### src/rtl/bcd_display_reader_if.sv
// Bundles the display reader's result-load handshake and its display pin outputs.
// The master side is the result register, and the slave side is the display reader.
interface bcd_display_reader_if #(
  parameter int WORD_LENGTH = 8,
  parameter int DIGITS      = 3
);
  logic [WORD_LENGTH-1:0] Data_Input;
  logic                   Load;
  logic                   Signed;
  logic                   Busy;
  logic                   Done;
  logic                   Negative;
  logic [6:0]             Segments;
  logic [DIGITS-1:0]      Anodes;

  modport master (
    output Data_Input, Load, Signed,
    input  Busy, Done, Negative, Segments, Anodes
  );

  modport slave (
    input  Data_Input, Load, Signed,
    output Busy, Done, Negative, Segments, Anodes
  );
endinterface

### src/rtl/bcd_display_reader.sv
// Captures a binary result and converts it to BCD with a shift-add-3 engine.
// Scans the digits onto a common-anode 7-segment display and blanks leading zeros.
//
// state   | meaning
// IDLE    | display holds the last value; Load starts a capture
// CONVERT | one add-3/shift step per cycle until all bits are shifted
module bcd_display_reader #(
  parameter int WORD_LENGTH = 8,
  parameter int DIGITS      = 3,
  parameter int SCAN_DIV    = 4
) (
  input logic                 clk,
  input logic                 reset,
  bcd_display_reader_if.slave bus
);

  localparam int BW = 4 * DIGITS;
  localparam int CW = $clog2(WORD_LENGTH + 1);
  localparam int IW = (DIGITS > 1) ? $clog2(DIGITS) : 1;
  localparam int SW = (SCAN_DIV > 1) ? $clog2(SCAN_DIV) : 1;
  localparam logic [CW-1:0] SHIFTS    = CW'(WORD_LENGTH);
  localparam logic [IW-1:0] LAST_IDX  = IW'(DIGITS - 1);
  localparam logic [SW-1:0] LAST_SCAN = SW'(SCAN_DIV - 1);

  typedef enum logic {IDLE, CONVERT} state_t;

  state_t                 state, state_nxt;
  logic [WORD_LENGTH-1:0] bin_q;
  logic [BW-1:0]          bcd_q;
  logic [BW-1:0]          disp_q;
  logic [CW-1:0]          shifts_left;
  logic                   sign_q;
  logic                   neg_q;
  logic                   done_q;

  logic                   capture;
  logic                   last_shift;
  logic [WORD_LENGTH-1:0] magnitude;
  logic [BW-1:0]          bcd_adj;
  logic [BW+WORD_LENGTH-1:0] shifted;
  logic [BW-1:0]          bcd_shift;
  logic [WORD_LENGTH-1:0] bin_shift;
  logic [BW-1:0]          disp_nxt;

  logic [SW-1:0]          scan_cnt;
  logic [IW-1:0]          digit_idx;
  logic [IW-1:0]          idx_nxt;
  logic                   scan_wrap;
  logic [DIGITS-1:0]      blank;
  logic                   zero_above;
  logic [3:0]             active_digit;
  logic                   active_blank;
  logic [6:0]             segments_q;
  logic [DIGITS-1:0]      anodes_q;

  function automatic logic [6:0] seg_decode(input logic [3:0] d);
    case (d)
      4'd0:    seg_decode = 7'h40;
      4'd1:    seg_decode = 7'h79;
      4'd2:    seg_decode = 7'h24;
      4'd3:    seg_decode = 7'h30;
      4'd4:    seg_decode = 7'h19;
      4'd5:    seg_decode = 7'h12;
      4'd6:    seg_decode = 7'h02;
      4'd7:    seg_decode = 7'h78;
      4'd8:    seg_decode = 7'h00;
      4'd9:    seg_decode = 7'h10;
      default: seg_decode = 7'h7F;
    endcase
  endfunction

  always_ff @(posedge clk or negedge reset) begin
    if (!reset) state <= IDLE;
    else        state <= state_nxt;
  end

  always_comb begin
    state_nxt  = state;
    capture    = 1'b0;
    last_shift = 1'b0;
    case (state)
      IDLE: begin
        if (bus.Load) begin
          capture   = 1'b1;
          state_nxt = CONVERT;
        end
      end
      CONVERT: begin
        if (shifts_left == CW'(1)) begin
          last_shift = 1'b1;
          state_nxt  = IDLE;
        end
      end
      default: state_nxt = IDLE;
    endcase
  end

  // Magnitude of the incoming word; the most-negative value maps to 2^(WORD_LENGTH-1).
  always_comb begin
    magnitude = bus.Data_Input;
    if (bus.Signed && bus.Data_Input[WORD_LENGTH-1])
      magnitude = ~bus.Data_Input + WORD_LENGTH'(1);
  end

  always_comb begin
    bcd_adj = '0;
    for (int i = 0; i < DIGITS; i++)
      bcd_adj[4*i +: 4] = (bcd_q[4*i +: 4] >= 4'd5) ? bcd_q[4*i +: 4] + 4'd3
                                                      : bcd_q[4*i +: 4];
    shifted   = {bcd_adj, bin_q} << 1;
    bcd_shift = shifted[BW+WORD_LENGTH-1 -: BW];
    bin_shift = shifted[WORD_LENGTH-1:0];
  end

  always_ff @(posedge clk or negedge reset) begin
    if (!reset) begin
      bin_q       <= '0;
      bcd_q       <= '0;
      shifts_left <= '0;
      sign_q      <= 1'b0;
    end else if (capture) begin
      bin_q       <= magnitude;
      bcd_q       <= '0;
      shifts_left <= SHIFTS;
      sign_q      <= bus.Signed & bus.Data_Input[WORD_LENGTH-1];
    end else if (state == CONVERT) begin
      bin_q       <= bin_shift;
      bcd_q       <= bcd_shift;
      shifts_left <= shifts_left - CW'(1);
    end
  end

  always_ff @(posedge clk or negedge reset) begin
    if (!reset) begin
      disp_q <= '0;
      neg_q  <= 1'b0;
      done_q <= 1'b0;
    end else begin
      done_q <= last_shift;
      if (last_shift) begin
        disp_q <= bcd_shift;
        neg_q  <= sign_q && (bcd_shift != '0);
      end
    end
  end

  // The scan decodes the value being written this edge, so a new result shows with Done.
  assign disp_nxt  = last_shift ? bcd_shift : disp_q;
  assign scan_wrap = (scan_cnt == LAST_SCAN);

  always_comb begin
    idx_nxt = digit_idx;
    if (scan_wrap)
      idx_nxt = (digit_idx == LAST_IDX) ? '0 : digit_idx + IW'(1);
  end

  always_comb begin
    blank      = '0;
    zero_above = 1'b1;
    for (int i = DIGITS - 1; i >= 1; i--) begin
      zero_above = zero_above && (disp_nxt[4*i +: 4] == 4'd0);
      blank[i]   = zero_above;
    end
  end

  always_comb begin
    active_digit = 4'd0;
    active_blank = 1'b0;
    for (int i = 0; i < DIGITS; i++) begin
      if (idx_nxt == IW'(i)) begin
        active_digit = disp_nxt[4*i +: 4];
        active_blank = blank[i];
      end
    end
  end

  always_ff @(posedge clk or negedge reset) begin
    if (!reset) begin
      scan_cnt   <= '0;
      digit_idx  <= '0;
      segments_q <= 7'h40;
      anodes_q   <= ~DIGITS'(1);
    end else begin
      scan_cnt   <= scan_wrap ? '0 : scan_cnt + SW'(1);
      digit_idx  <= idx_nxt;
      segments_q <= active_blank ? 7'h7F : seg_decode(active_digit);
      anodes_q   <= ~(DIGITS'(1) << idx_nxt);
    end
  end

  assign bus.Busy     = (state == CONVERT);
  assign bus.Done     = done_q;
  assign bus.Negative = neg_q;
  assign bus.Segments = segments_q;
  assign bus.Anodes   = anodes_q;

endmodule

### src/flat_wrapper.sv
// flat-port wrapper written by rule: the top's interface ports become plain ports
module bcd_display_reader_flat 
#(
  parameter int WORD_LENGTH = 8,
  parameter int DIGITS      = 3,
  parameter int SCAN_DIV    = 4
)
  (clk, reset, bus_Data_Input, bus_Load, bus_Signed, bus_Busy, bus_Done, bus_Negative, bus_Segments, bus_Anodes);
  bcd_display_reader_if #(.WORD_LENGTH(WORD_LENGTH), .DIGITS(DIGITS)) bus_i ();
  input logic clk;
  input logic reset;
  input wire logic [$bits(bus_i.Data_Input)-1:0] bus_Data_Input;
  input wire logic [$bits(bus_i.Load)-1:0] bus_Load;
  input wire logic [$bits(bus_i.Signed)-1:0] bus_Signed;
  output wire logic [$bits(bus_i.Busy)-1:0] bus_Busy;
  output wire logic [$bits(bus_i.Done)-1:0] bus_Done;
  output wire logic [$bits(bus_i.Negative)-1:0] bus_Negative;
  output wire logic [$bits(bus_i.Segments)-1:0] bus_Segments;
  output wire logic [$bits(bus_i.Anodes)-1:0] bus_Anodes;
  assign bus_i.Data_Input = bus_Data_Input;
  assign bus_i.Load = bus_Load;
  assign bus_i.Signed = bus_Signed;
  assign bus_Busy = bus_i.Busy;
  assign bus_Done = bus_i.Done;
  assign bus_Negative = bus_i.Negative;
  assign bus_Segments = bus_i.Segments;
  assign bus_Anodes = bus_i.Anodes;
  bcd_display_reader #(.WORD_LENGTH(WORD_LENGTH), .DIGITS(DIGITS), .SCAN_DIV(SCAN_DIV)) u_core (.clk(clk), .reset(reset), .bus(bus_i));
endmodule
### config.mk
export PLATFORM = sky130hd
export DESIGN_NAME = bcd_display_reader_flat
export DESIGN_NICKNAME = d
export VERILOG_FILES = /design/src/rtl/bcd_display_reader_if.sv /design/src/rtl/bcd_display_reader.sv /design/src/flat_wrapper.sv
export SDC_FILE = /design/constraint.sdc
export NUM_CORES = 1
export LEC_CHECK = 0
export ABC_AREA = 1
export BUFFER_PORTS_ARGS = -buffer_cell sky130_fd_sc_hd__buf_2
export CORE_ASPECT_RATIO = 1.1
export CORE_UTILIZATION = 40
export CTS_BUF_LIST = sky130_fd_sc_hd__clkbuf_8
export CTS_CLUSTER_SIZE = 14
export DETAILED_ROUTE_END_ITERATION = 6
export PLACE_DENSITY = 0.65
export SYNTH_ARGS = -nofsm -noshare
export SYNTH_HDL_FRONTEND = slang
export SYNTH_SLANG_ARGS = --single-unit
### constraint.sdc
create_clock -name clk -period 2.5 [get_ports clk]
set_input_delay 0.75 -clock clk [delete_from_list [all_inputs] [get_ports clk]]
set_output_delay 0.75 -clock clk [all_outputs]
set_load 0.02 [all_outputs]
# Yosys cells after proc, flatten, opt, wreduce, memory -nomap -nowiden
# Memories as Yosys holds them, arrays and structs flattened.
# Cells that the tools add are included.
# op_classes
n_reduce_logical,8
n_mux,26
n_bitwise,4
shift,1
n_lt_le_gt_ge,3
n_eq_ne,5
addsub,7
# op_table
cell,count
12-bit two-way mux,3
4-bit two-way mux,7
8-bit two-way mux,3
4-bit by 3-bit >= comparator with 1-bit output (second input constant),3
12-bit nonzero test,1
4-bit by 2-bit adder with 4-bit output (second input constant),2
8-bit by 1-bit adder with 8-bit output (second input constant),1
4-bit logical NOT,2
8-bit NOT,1
1-bit two-way mux,7
7-bit two-way mux,1
2-bit == test (second input constant),3
2-bit two-way mux,3
2-bit by 1-bit adder with 2-bit output (second input constant),2
4-bit by 1-bit == test with 1-bit output (second input constant),1
4-bit by 1-bit subtractor with 4-bit output (second input constant),1
3-bit by 2-bit adder with 3-bit output (second input constant),1
1-bit logical AND,3
3-bit two-way mux,1
3-bit NOT,1
1-bit by 2-bit left shift with 3-bit output (first input constant),1
2-bit by 1-bit == test with 1-bit output (second input constant),1
2-bit logical NOT,1
1-bit one-hot mux with 2 select lines,1
other kinds (3),3
# word_totals
mem_bits_ro,112
n_memories,1
input_bits,12
ff_bits,54
wordCells,67
# mem_list
name,words,word_bits,rd,rd_clocked_by_memory_dff,wr,line,rtl
(name not given),16,7,1,0,0,bcd_display_reader.sv:57,case (d)

# Logic depth before layout (Yosys ltp)
# Gate-level depths: netlist of run 1.
# depth
depth_word,9
depth_mapped,17
depth_no_buf,17

# Worst setup path after synthesis of run 1
# No wires, ideal clock.
# synth_path
path_kind,flip-flop to flip-flop
start,register u_core.shifts_left[0]
end,register u_core.segments_q[0] (netlist: u_core.bus.Segments[0])
stages_incl_launch_ff,15
synth_period_minus_slack_ns,2.090
setup_slack_ns,0.410
arrival_time_ns,1.965
n_path_buf,1
setup_ns,0.125
cell_sequence,dfrtp_1 ha_1 nand2_1 nor2_4 buf_6 or2_0 nand2_1 nor2_1 nor2_1 inv_1 ha_1 inv_1 nand4_1 nand3_1 nand3_1
# synth_via
elab_chain_cells,9
elab_cells_between_ends,14
classes_between,eq/ne: 1; mux: 9; reduce/logical: 3; memory: 1
# synth_rtl
item,line,rtl
start: declaration,bcd_display_reader.sv:31,logic [CW-1:0] shifts_left;
start signal: assignment,bcd_display_reader.sv:129,shifts_left <= shifts_left - CW'(1);
4-bit by 1-bit == test with 1-bit output *,bcd_display_reader.sv:89,if (shifts_left == CW'(1)) begin
1-bit two-way mux *,bcd_display_reader.sv:89,
1-bit two-way mux *,bcd_display_reader.sv:81,case (state)
12-bit two-way mux *,bcd_display_reader.sv:148,assign disp_nxt = last_shift ? bcd_shift : disp_q;
4-bit two-way mux or 4-bit logical NOT (tied branches),"bcd_display_reader.sv:170, bcd_display_reader.sv:161",
4-bit two-way mux or 1-bit logical AND (tied branches),"bcd_display_reader.sv:170, bcd_display_reader.sv:161",
4-bit two-way mux or 1-bit two-way mux (tied branches),bcd_display_reader.sv:170,if (idx_nxt == IW'(i)) begin
memory 16 x 7 bit or 1-bit two-way mux (tied branches),--,
7-bit two-way mux *,bcd_display_reader.sv:186,segments_q <= active_blank ? 7'h7F : seg_decode(active_digit);
end signal: assignment,bcd_display_reader.sv:186,
end: declaration,bcd_display_reader.sv:53,logic [6:0] segments_q;
# Mark *: on every way between the ends. The rest lies on a longest branch, timed or not.
# A chain may end at the register's enable or synchronous reset.

# Final worst setup path of run 1
# layout_path
start,register u_core.shifts_left[0]
end,register u_core.segments_q[3] (netlist: u_core.bus.Segments[3])
# Same word-level chain as after synthesis.

==> impl_results.md, run 1 <==
- Slew Limit Headroom: 56.7%
- Die X: 83.7 µm
- Dpl cells: 466
- CORE AREA: 7050 µm²
- N_diodes: 0
- Initial DRC Count: 132
- Io pins: 25
- Grt met1 use: 23.2%
- Syn. warnings: 0
- Final setup fails: 0
- Vias per std cell: 5.06
- Ranking of synthesized cells by area: dfrtp_1 (43%), nand2_1 (11%), ha_1 (6.4%)
- IO Port Bufs: 24
- Top cell type's share of synthesized area: 43.4%
- Global Route Usage Sum: between 10% and 20%
- Global-route wire length before repair: 11000 µm
- Clock skew: ~0.0081 ns
- Largest net degree at the start of global routing: 29
- Final Util: 47.3%
- Tcrit/Tclk final: 90.1%
- Net Sw Power: 0.00192 W
- Minimum period implied by the final worst setup slack: 2.25 ns
- Clock power frac: 12.8%
- Synth Register Bits: 54
- HP Class: in -> async
- CTS buffer count: 5
- Worst R2R Setup Slack: roughly 0.25 ns
- Fmax: between 400 and 500 MHz
- Total Routed Length: between 6000 and 7000 µm
- Leading cell type in the layout, fill and taps excluded: nand2_1
- Synth Net Count: 383
- CTS tree: yes
- Final #Nets: 418
- Max-cap check violation count: 0
- Outcome: completed
- Met2 Usage GRT: 30.5%
- Reg-to-reg critical path endpoint: u_core.bus.Segments[3]
- Yosys cell types: 37
- H-tree depth: 2
- Vias post-DR: about 2400
- Clk sinks: 54
- DR DRC count: 0
- Syn avg cell area: a little over 8 µm²
- Critical Path RT: 2.70 ns
- Final hold violation count: 0
- Post-route ant nets: 0
- R2R depth: 14
- Area of the die: slightly below 8000 µm²
- Area delta synth->final: 13.3%
- Startpoint Class: flip-flop
- Pre-Repair DR Iteration Count: 4
- Remaining global-route overflow: 0
- Pwr/cell area: between 1000 and 1500 nW/µm²
- TNS Setup: 0 ns
- Die height: approximately 92 µm
- Vias in the first global route: 2377
- Rows: 32
- Sequential fraction of the synthesis area: around 46%
- Reg-to-reg startpoint: u_core.shifts_left[0]
- Initial antenna violation count: 0
- CP max FO: 8
- Starting Density: 41.7%
- Clk slew on worst S/H paths: ~0.1 ns
- Leak Pwr: about 1.7 nW
- Post-Syn Instances: between 300 and 400
- Critical Path AT: roughly 2.5 ns
- Clk_lat worst skew: 0.31 ns
- Placed wire-length estimate: 4680 µm
- Final Non-Filler Cells: 477
- Unrepaired setup endpoints after global routing: no
- Gpl congestion: 0.839
- Sequential share of power: between 30% and 40%
- Highest-count cells in the layout ignoring fill and taps: nand2_1 (81), dfrtp_1 (51), inv_1 (48)
- Switching power share of the total: 46.0%
- Pins over their slew limit: 0
- Share of post-route cells with drive strength above 1: 18.6%
- Internal power: 0.00225 W
- Critical path capture point type: flip-flop
- Slew @ Worst Pin: 0.649 ns
- Yosys top cell by area: dfrtp_1
- Comb pwr share: between 50% and 60%
- Wire length per cell: 13.2 µm
- Worst vdd ir: 0.461 mV
- Longest Clk Path Bufs: 2
- CP Class: reg -> reg
- Most Crowded Layer GR: met2
- GRT met3 Usage: 3.06%
- Post-Syn Area: 2940 µm²
- Clock Root Buffer: clkbuf_8
## layer usage
| layer | part of all wire, % | vias to the layer above |
|---|---|---|
| li1 | - | 1234 |
| met1 | 47 | 1137 |
| met2 | 49 | 37 |
| met3 | 2.9 | 7 |
| met4 | 1.3 | 0 |
| met5 | 0 | - |
## worst max-delay path by stage
stage | startpoint | endpoint | slack [ns] | cells past startpoint
final | u_core.shifts_left[0] | u_core.bus.Segments[3] | 0.25 | 14
after CTS | u_core.shifts_left[1] | u_core.bus.Segments[0] | 0.10 | 14
after global placement | u_core.shifts_left[0] | u_core.bus.Segments[0] | 0.24 | 14
after floorplan | u_core.shifts_left[0] | u_core.bus.Segments[0] | 0.41 | 14
after global routing | u_core.bcd_q[4] | u_core.bus.Segments[4] | 0.02 | 17
after detailed placement | u_core.shifts_left[1] | u_core.bus.Segments[0] | 0.13 | 14
## sequential cells by signal, indices dropped and copies added (netlist names)
register	flops
u_core.bcd_q	12
u_core.bin_q	8
u_core.bus.Anodes	3
u_core.bus.Busy	1
u_core.bus.Done	1
u_core.bus.Negative	1
u_core.bus.Segments	7
u_core.digit_idx	2
u_core.disp_q	12
u_core.scan_cnt	2
u_core.shifts_left	4
u_core.sign_q	1
## worst max-delay path, cell delays in order (launching register included)
cell and delay, ns:
dfrtp_1 0.42, ha_1 0.24, nand2_2 0.12, nor2_2 0.09, buf_4 0.17, or2_1 0.22, nand3_1 0.08, nand2_1 0.08
nor2_4 0.15, inv_1 0.08, ha_1 0.18, inv_1 0.05, nand4_1 0.11, nand3_1 0.09, nand3_1 0.06
## cells by family (layout without fill, tap and decap cells)
group           after synthesis  after routing  share of synthesized area (%)
simple gates                176            177                           28.9
buf+inv                      58             93                           7.96
flops                        54             54                           46.1
compound gates               52             52                           10.4
fa+ha+maj                    15             15                           6.38
xor+xnor                      1              1                          0.298
## cell usage after synthesis
cell type	count
dfstp_2	3
and2_1	4
nand3b_1	1
a221oi_1	1
buf_2	1
o31ai_1	2
o21ai_2	2
a22oi_1	7
ha_1	15
nand4_1	10
o22ai_1	6
a21oi_2	1
o21ai_0	23
nor2_1	19
dfrtp_1	51
buf_6	2
xor2_1	1
inv_2	4
nand3_1	33
nand4_2	1
a31oi_1	1
a21oi_1	7
or2_2	2
nor3_1	5
nand2_4	1
or2_1	2
nor2_2	2
o21ai_1	2
clkbuf_1	2
or2_0	2
nor2_4	3
nand3_2	3
buf_1	1
nand2_2	4
inv_1	48
nand2_1	83
nand3_4	1
## through the flow
stage                     area [µm²]  setup WS, ns  hold WS [ns]  power, W
final                           3330         0.248         0.445   0.00417
after global placement          3190         0.242         0.416   0.00354
after detailed placement        3190         0.134         0.416   0.00360
after floorplan                 2940         0.410         0.403   0.00304
after CTS                       3290         0.102         0.440   0.00414
after global routing            3330        0.0165         0.486   0.00459
## cell type report
class	instances	area (µm²)
Tap cell	85	106
Fill cell	693	3720
Timing Repair Buffer	33	200
Clock inverter	2	16.3
Multi-Input combinational cell	245	1380
Inverter	52	195
Sequential cell	54	1360
Clock buffer	6	82.6
## repair_timing
action | in CTS | in global routing
setup endpoints to repair | 0 | 5
gates resized for setup | 0 | 5
buffers inserted | 0 | 2
hold buffers | 0 | 0
## power groups by stage
| stage | clock network, W | registers, W | logic [W] |
|---|---|---|---|
| 2_1_floorplan | 0 | 0.00149 | 0.00156 |
| 3_3_place_gp | 0 | 0.00142 | 0.00212 |
| 3_5_place_dp | 0 | 0.00143 | 0.00217 |
| 4_1_cts | 0.000550 | 0.00141 | 0.00217 |
| 5_1_grt | 0.000584 | 0.00146 | 0.00254 |
| 6_report | 0.000534 | 0.00142 | 0.00222 |
No activity file was read; power rests on OpenSTA's default activity.
==> run 2: changes to the inputs <==
Settings changed: CORE_MARGIN from default to 2, CTS_BUF_LIST sky130_fd_sc_hd__clkbuf_8 to default.
==> run 2 against run 1 <==
Compared with the run above:
- cell count increased by 1.3%
- hold slack got worse by 0.045 ns
- design area increased by 0.71%
- critical path depth increased by 1
- via count increased by 2.3%
- first-iteration DRC count decreased by 19%
- sequential power about the same
- die area increased by 4.6%
- global-route usage decreased by 1.3 points
- critical path type unchanged
- largest cell class unchanged
==> impl_results.md, run 2 (synthesized netlist as in run 1, its figures left out) <==
- Critical Path RT: 2.69 ns (about the same)
- Post-CTS Hold Buffers: 0 (unchanged)
- Final Non-Filler Cells: 483 (+1.3%)
- Clock Root Buffer: clkbuf_8
- Critical Path Max Stage Delay: 0.42 ns (about the same)
- CP Class: reg -> reg
- DR DRC count: 0 (unchanged)
- CP max FO: 9 (+1)
- Clk slew on worst S/H paths: 0.11 ns (about the same)
- Final setup fails: 0 (unchanged)
- CTS buffer count: 5 (unchanged)
- Io pins: 25 (unchanged)
- Leading cell type in the layout, fill and taps excluded: nand2_1
- IO Port Bufs: 24 (unchanged)
- Post-Place Setup Slack: 0.0941 ns (-0.0395 ns)
- Fmax: 426 MHz (-4.0%)
- CORE AREA: 7090 µm² (+0.57%)
- Highest-count cells in the layout ignoring fill and taps: nand2_1 (83), dfrtp_1 (51), inv_1 (48)
- Pre-Repair DR Iteration Count: 6 (+2)
- Tcrit/Tclk final: 93.9% (+3.8 points)
- Worst-path cell chain: ha_1 > nand2_1 > nor2_4 > buf_4 > buf_4 > or2_1 > nand3_1 > nand2_1 > nor2_4 > inv_1 > ha_1 > inv_1 > nand4_1 > nand3_1 > nand3_1
- Die height: 93.9 µm (+2.2%)
- Final WS setup: 0.154 ns (-0.0946 ns)
- Clk sinks: 54 (unchanged)
- Clk_lat worst skew: 0.31 ns (about the same)
- N_diodes: 0 (unchanged)
- Multi-input gate area: 1360 µm² (-1.2%)
- Initial DRC Count: 107 (-19%)
- Clock skew: 0.0129 ns (+0.00483 ns)
- Final Util: 47.3% (+0.068 points)
- Final hold violation count: 0 (unchanged)
- Outcome: completed
- Crit-path most repeated cell: nand3_1
- Share of post-route cells with drive strength above 1: 18.8% (+0.22 points)
- Initial antenna violation count: 0 (unchanged)
- Rows: 32 (unchanged)
- Area of the die: 8050 µm² (+4.6%)
- Slew Limit Headroom: 70.2% (+14 points)
- Longest Clk Path Bufs: 2 (unchanged)
- Critical path capture point type: flip-flop
- Total Routed Length: 6140 µm (-2.5%)
- HP Class: in -> async
- Biggest regs: u_core.bcd_q x12, u_core.disp_q x12, u_core.bin_q x8
- Startpoint Class: flip-flop
- Pwr/cell area: 1240 nW/µm² (-0.70%)
- Max-cap check violation count: 0 (unchanged)
- Minimum period implied by the final worst setup slack: 2.35 ns (+0.0946 ns)
- Placed wire-length estimate: 4540 µm (-2.9%)
- Wire length per cell: 12.7 µm (-3.7%)
- Global-route wire length before repair: 10700 µm (-2.3%)
- Critical Path AT: 2.54 ns (+0.09 ns)
- Global Route Usage Sum: 16.5% (-1.3 points)
- Final #Nets: 424 (+1.4%)
- Starting Density: 41.5% (-0.24 points)
- Cell family with most CP delay: simple AND/OR/NAND/NOR gates
- Dpl cells: 465 (-0.21%)
- Pins over their slew limit: 0 (unchanged)
- CTS tree: yes
- Register Area: 1360 µm² (unchanged)
- Remaining global-route overflow: 0 (unchanged)
- Worst vdd ir: 0.562 mV (+22%)
- Largest net degree at the start of global routing: 55 (+90%)
- H-tree depth: 2 (unchanged)
- Slew @ Worst Pin: 0.446 ns (-0.203 ns)
- Die X: 85.7 µm (+2.4%)
- Area delta synth->final: 14.1%
- Post-route ant nets: 0 (unchanged)
- Vias post-DR: 2470 (+2.3%)
- Leak Pwr: 1.75 nW (+1.6%)
- # fillers: 680 (-1.9%)
- Gpl congestion: 0.888 (+5.9%)
- CP bufs+invs: 4 (+1)
- Vias per std cell: 5.11 (+1.0%)
- Vias in the first global route: 2492 (+4.8%)
- Crit-path slowest cell: dfrtp_1
- Hold slack: 0.400 ns (-0.0451 ns)
-- run 2: changes by cell type in the layout (fill, tap and decap cells not counted), sizes merged --
| cell | previous run | this run |
|---|---|---|
| clkinvlp | 1 | 0 |
| clkinv | 0 | 1 |
| nor2 | 25 | 24 |
| buf | 33 | 40 |
-- run 2: metal layers --
metal | wire, µm | vias to the layer above | GRT usage (%)
met4 | 91 | 0 | 5.16
met5 | 0 | - | 0
li1 | - | 1247 | -
met1 | 2760 | 1179 | 20.1
met3 | 136 | 9 | 2.81
met2 | 3150 | 35 | 29.8
-- run 2: final cells by class --
type / count / share of cell area (%)
clock buffer: 6 / 2.16
clock inverter: 2 / 0.410
inverter: 52 / 5.82
multi-input combinational: 244 / 40.5
sequential: 54 / 40.4
tap: 85 / 3.17
timing repair buffer: 40 / 7.53
-- run 2: worst reg2reg max path: cells and delay by family, from the launching register on --
family / cells / cell delay, ns
flip-flops: 1 / 0.42
adder cells (fa/ha/maj): 2 / 0.41
buffers and inverters: 4 / 0.44
AND/OR/NAND/NOR: 9 / 0.96
-- run 2: path summary, 6_finish.rpt --
| check | from | endpoint | slack (ns) | cells after the start |
|---|---|---|---|---|
| setup / recovery | u_core.shifts_left[0] | u_core.bus.Segments[0] | 0.15 | 15 |
| hold / removal | reset | u_core.bus.Anodes[0] | 0.40 | 2 |
| setup reg to reg | u_core.shifts_left[0] | u_core.bus.Segments[0] | 0.15 | 15 |
| hold reg to reg | u_core.scan_cnt[0] | u_core.scan_cnt[0] | 0.44 | 1 |
| max in group asynchronous | reset | u_core.bus.Segments[6] | 1.77 | 2 |
| min in group clk | u_core.scan_cnt[0] | u_core.scan_cnt[0] | 0.44 | 1 |
-- run 2: per-stage QoR --
step | setup TNS, ns | power (W) | instance area [µm²]
after floorplan | 0 | 0.00304 | 2940
after global placement | 0 | 0.00353 | 3190
after detailed placement | 0 | 0.00359 | 3190
after CTS | 0 | 0.00409 | 3270
after global routing | -0.0154 | 0.00459 | 3350
final | 0 | 0.00417 | 3350
-- run 2: what timing repair did --
action / CTS / global route
buffers inserted: 0 / 10
gates resized for setup: 0 / 2
endpoints found under the setup margin: 0 / 4
-- run 2: report_power, final --
part	switching (W)	leakage, nW	internal, W
combinational	0.00142	1.04	0.000842
sequential	0.000167	0.664	0.00124
clock	0.000298	0.0456	0.000201
==> run 3: changes to the inputs <==
Settings changed: ABC_AREA 1 to 0.
==> run 3 against run 2 <==
Compared with the run above:
- synthesized area increased by 8.6%
- power up 23%
- the run now ends with setup timing left
- sequential power grew 5%
- die area is 8.2% higher
==> impl_results.md, run 3 <==
- Outcome: complete, but fails checks
- Failing checks: setup timing
- Yosys top cell by area: dfrtp_1
- WHS Endpoint: u_core.scan_cnt[0]
- Final hold violation count: 0 (unchanged)
- Compound-cell area share of the yosys netlist: 23.1% (+13 points)
- Met2 Usage GRT: 27.4% (-2.5 points)
- Area delta synth->final: 26.7%
- Placed wire-length estimate: 5260 µm (+16%)
- Remaining global-route overflow: 0 (unchanged)
- Slew @ Worst Pin: 0.688 ns (+0.241 ns)
- CP Class: reg -> reg
- Tcrit/Tclk final: 102% (+7.7 points)
- Max-cap check violation count: 0 (unchanged)
- Yosys cell types: 61 (+65%)
- Post-synth EDFFs: 0 (unchanged)
- CTS buffer count: 5 (unchanged)
- IO Port Bufs: 24 (unchanged)
- Syn avg cell area: 9.12 µm² (+10%)
- Critical path capture point type: flip-flop
- Leak Pwr: 1.80 nW (+2.9%)
- Leading cell type in the layout, fill and taps excluded: nand2_1
- N_diodes: 0 (unchanged)
- Pwr/cell area: 1270 nW/µm² (+2.1%)
- Mux share of post-synthesis cell area: 1.29% (+1.3 points)
- Post-Place Setup Slack: -0.0798 ns (-0.174 ns)
- Startpoint Class: flip-flop
- Ranking of synthesized cells by area: dfrtp_1 (40%), nand2_1 (6.2%), ha_1 (5.9%)
- CORE AREA: 7830 µm² (+10%)
- Initial DRC Count: 152 (+42%)
- Final #Nets: 437 (+3.1%)
- Sequential fraction of the synthesis area: 42.5% (-3.6 points)
- DR DRC count: 0 (unchanged)
- Clk_lat worst skew: 0.31 ns (about the same)
- Worst-path cell chain: inv_2 > ha_4 > nor2b_4 > or3_4 > a31oi_4 > a221oi_2 > a211oi_2 > inv_2 > ha_4 > and2_4 > o21a_1 > o21ai_1
- Rows: 34 (+6.3%)
- Xor/xnor cell area share of the yosys netlist: 1.92% (+1.6 points)
- Share of post-route cells with drive strength above 1: 36.0% (+17 points)
- Wire length per cell: 14.4 µm (+13%)
- Longest Clk Path Bufs: 2 (unchanged)
- Largest family of logic cells by synthesized area: compound AO/OA/AOI/OAI gates
- Unrepaired setup endpoints after global routing: yes
- Final WS setup: -0.0385 ns (-0.192 ns)
- Area of the die: 8710 µm² (+8.2%)
- Clk slew on worst S/H paths: 0.09 ns (-0.02 ns)
- Gpl congestion: 0.846 (-4.7%)
- Total Routed Length: 7470 µm (+22%)
- Post-Syn Area: 3190 µm² (+8.6%)
- TNS Setup: -0.0385 ns (-0.0385 ns)
- Synth Net Count: 377 (-1.6%)
- # fillers: 733 (+7.8%)
- Reg-to-reg critical path endpoint: u_core.bus.Segments[3]
- Clk sinks: 54 (unchanged)
- Fmax: 394 MHz (-7.6%)
- Synth Register Bits: 54 (unchanged)
- Minimum period implied by the final worst setup slack: 2.54 ns (+0.192 ns)
- Hold path startpoint: u_core.scan_cnt[0]
- Placement Cell Area: 3690 µm² (+16%)
- Async set-or-reset flop fraction in the synthesized netlist: 100% (unchanged)
- CTS tree: yes
- Clock skew: 0.00572 ns (-0.00722 ns)
- Die height: 97.7 µm (+4.0%)
- Clock Root Buffer: clkbuf_8
- R2R depth: 12 (-3)
- Post-Syn Instances: 350 (-1.7%)
- Syn. warnings: 0 (unchanged)
- Initial antenna violation count: 0 (unchanged)
- Slew Limit Headroom: 54.2% (-16 points)
- Vias in the first global route: 2542 (+2.0%)
- Final setup fails: 1 (+1)
- Most Crowded Layer GR: met2
- CP max FO: 3 (-6)
- Grt met1 use: 24.3% (+4.2 points)
- Critical Path AT: 2.78 ns (+0.24 ns)
- Worst vdd ir: 0.437 mV (-22%)
- Most used flip-flop cell after synthesis: dfrtp_1
- Adder-cell area share of the yosys netlist: 5.88% (-0.50 points)
- Final Util: 51.7% (+4.3 points)
- H-tree depth: 2 (unchanged)
- Final Instance Area: 4040 µm² (+21%)
- Highest-count cells in the layout ignoring fill and taps: nand2_1 (52), dfrtp_1 (51), buf_4 (43)
- Vias per std cell: 5.22 (+2.0%)
- Biggest regs: u_core.bcd_q x12, u_core.disp_q x12, u_core.bin_q x8
- Global-route wire length before repair: 12100 µm (+13%)
- Top cell type's share of synthesized area: 40.0% (-3.4 points)
- Most common cell in the netlist: nand2_1
- Global Route Usage Sum: 17.5% (+0.92 points)
- GRT met3 Usage: 3.23% (+0.42 points)
- Pre-Repair DR Iteration Count: 4 (-2)
- Starting Density: 40.8% (-0.71 points)
- Synth cell count leaders: nand2_1 (53), dfrtp_1 (51), nor2_1 (28)
- Post-route ant nets: 0 (unchanged)
- Critical Path RT: 2.74 ns (+0.05 ns)
- Die X: 89.2 µm (+4.0%)
- Io pins: 25 (unchanged)
- HP Class: reg -> reg
- Largest net degree at the start of global routing: 55 (unchanged)
- Critical Path Max Stage Delay: 0.40 ns (-0.02 ns)
- Crit-path slowest cell: dfrtp_1
- Reg-to-reg startpoint: u_core.bcd_q[4]
- Pins over their slew limit: 0 (unchanged)
- Post-Synth Simple-Gate Area: 19.7% (-9.1 points)
- Vias post-DR: 2707 (+9.6%)
- Worst R2R Setup Slack: -0.04 ns (-0.19 ns)
- Hold Path Depth: 1
- CP startpoint: u_core.bcd_q[4]
- Total power draw: 0.00514 W (+23%)
run 3: cell count changes after synthesis, sizes merged, moves of 7 or more:
cell    before  now
nand2       88   53
a211oi       0    7
nand4       11    0
inv         52   21
nand3       37    7
or3          0    7
a21oi        8   21
nor3         5   12
run 3: worst max-delay path by stage:
stage	to	slack, ns
floorplan	u_core.bus.Segments[3]	-0.05
global placement	u_core.bus.Segments[3]	-0.05
detailed placement	u_core.bus.Segments[3]	-0.08
CTS	u_core.bus.Segments[3]	-0.07
global route	u_core.bus.Segments[3]	-0.13
finish	u_core.bus.Segments[3]	-0.04
run 3: worst max-delay path: cells and delay by family, from the launching register on:
kind            cells  cell delay, ns
buf+inv             2            0.17
flops               1            0.40
simple gates        3            0.61
fa+ha+maj           2            0.38
compound gates      5            0.93
run 3: metrics by stage:
stage	hold slack [ns]	instances
global route	0.460	519
global placement	0.415	504
CTS	0.438	515
detailed placement	0.424	504
floorplan	0.403	350
finish	0.442	519
run 3: per-layer routing:
metal	up-vias	part of all wire, %	wire [µm]
met5	-	0	0
met4	0	1.1	85
met3	6	3.1	232
met2	48	50	3720
met1	1305	46	3430
li1	1348	-	-
run 3: layout make-up:
type	count	area [µm²]	area share, %
timing repair buffer	70	477	11.8
sequential	54	1360	33.5
clock buffer	8	80.1	1.98
tap	108	135	3.34
inverter	21	83.8	2.07
multi-input combinational	258	1910	47.3
run 3: cells by family (layout without fill, tap and decap cells):
logic type	Yosys count	in the layout
AND/OR/NAND/NOR	129	129
AO/OA/AOI/OAI	103	103
flip-flops	54	54
buffers and inverters	38	99
adder cells (fa/ha/maj)	15	15
XOR/XNOR	7	7
multiplexers	4	4
run 3: repair_timing:
action                                  CTS  global route
endpoints found under the setup margin    4             8
resized for setup                        14            46
setup buffers                             3             4
pin swaps                                 4            13
hold buffers                              0             0
run 3: where the power goes:
part           switching, W  leakage, nW  internal, W  total [W]
clock network      0.000280       0.0395     0.000200   0.000480
logic               0.00165         1.10      0.00152    0.00317
registers          0.000252        0.667      0.00123    0.00148
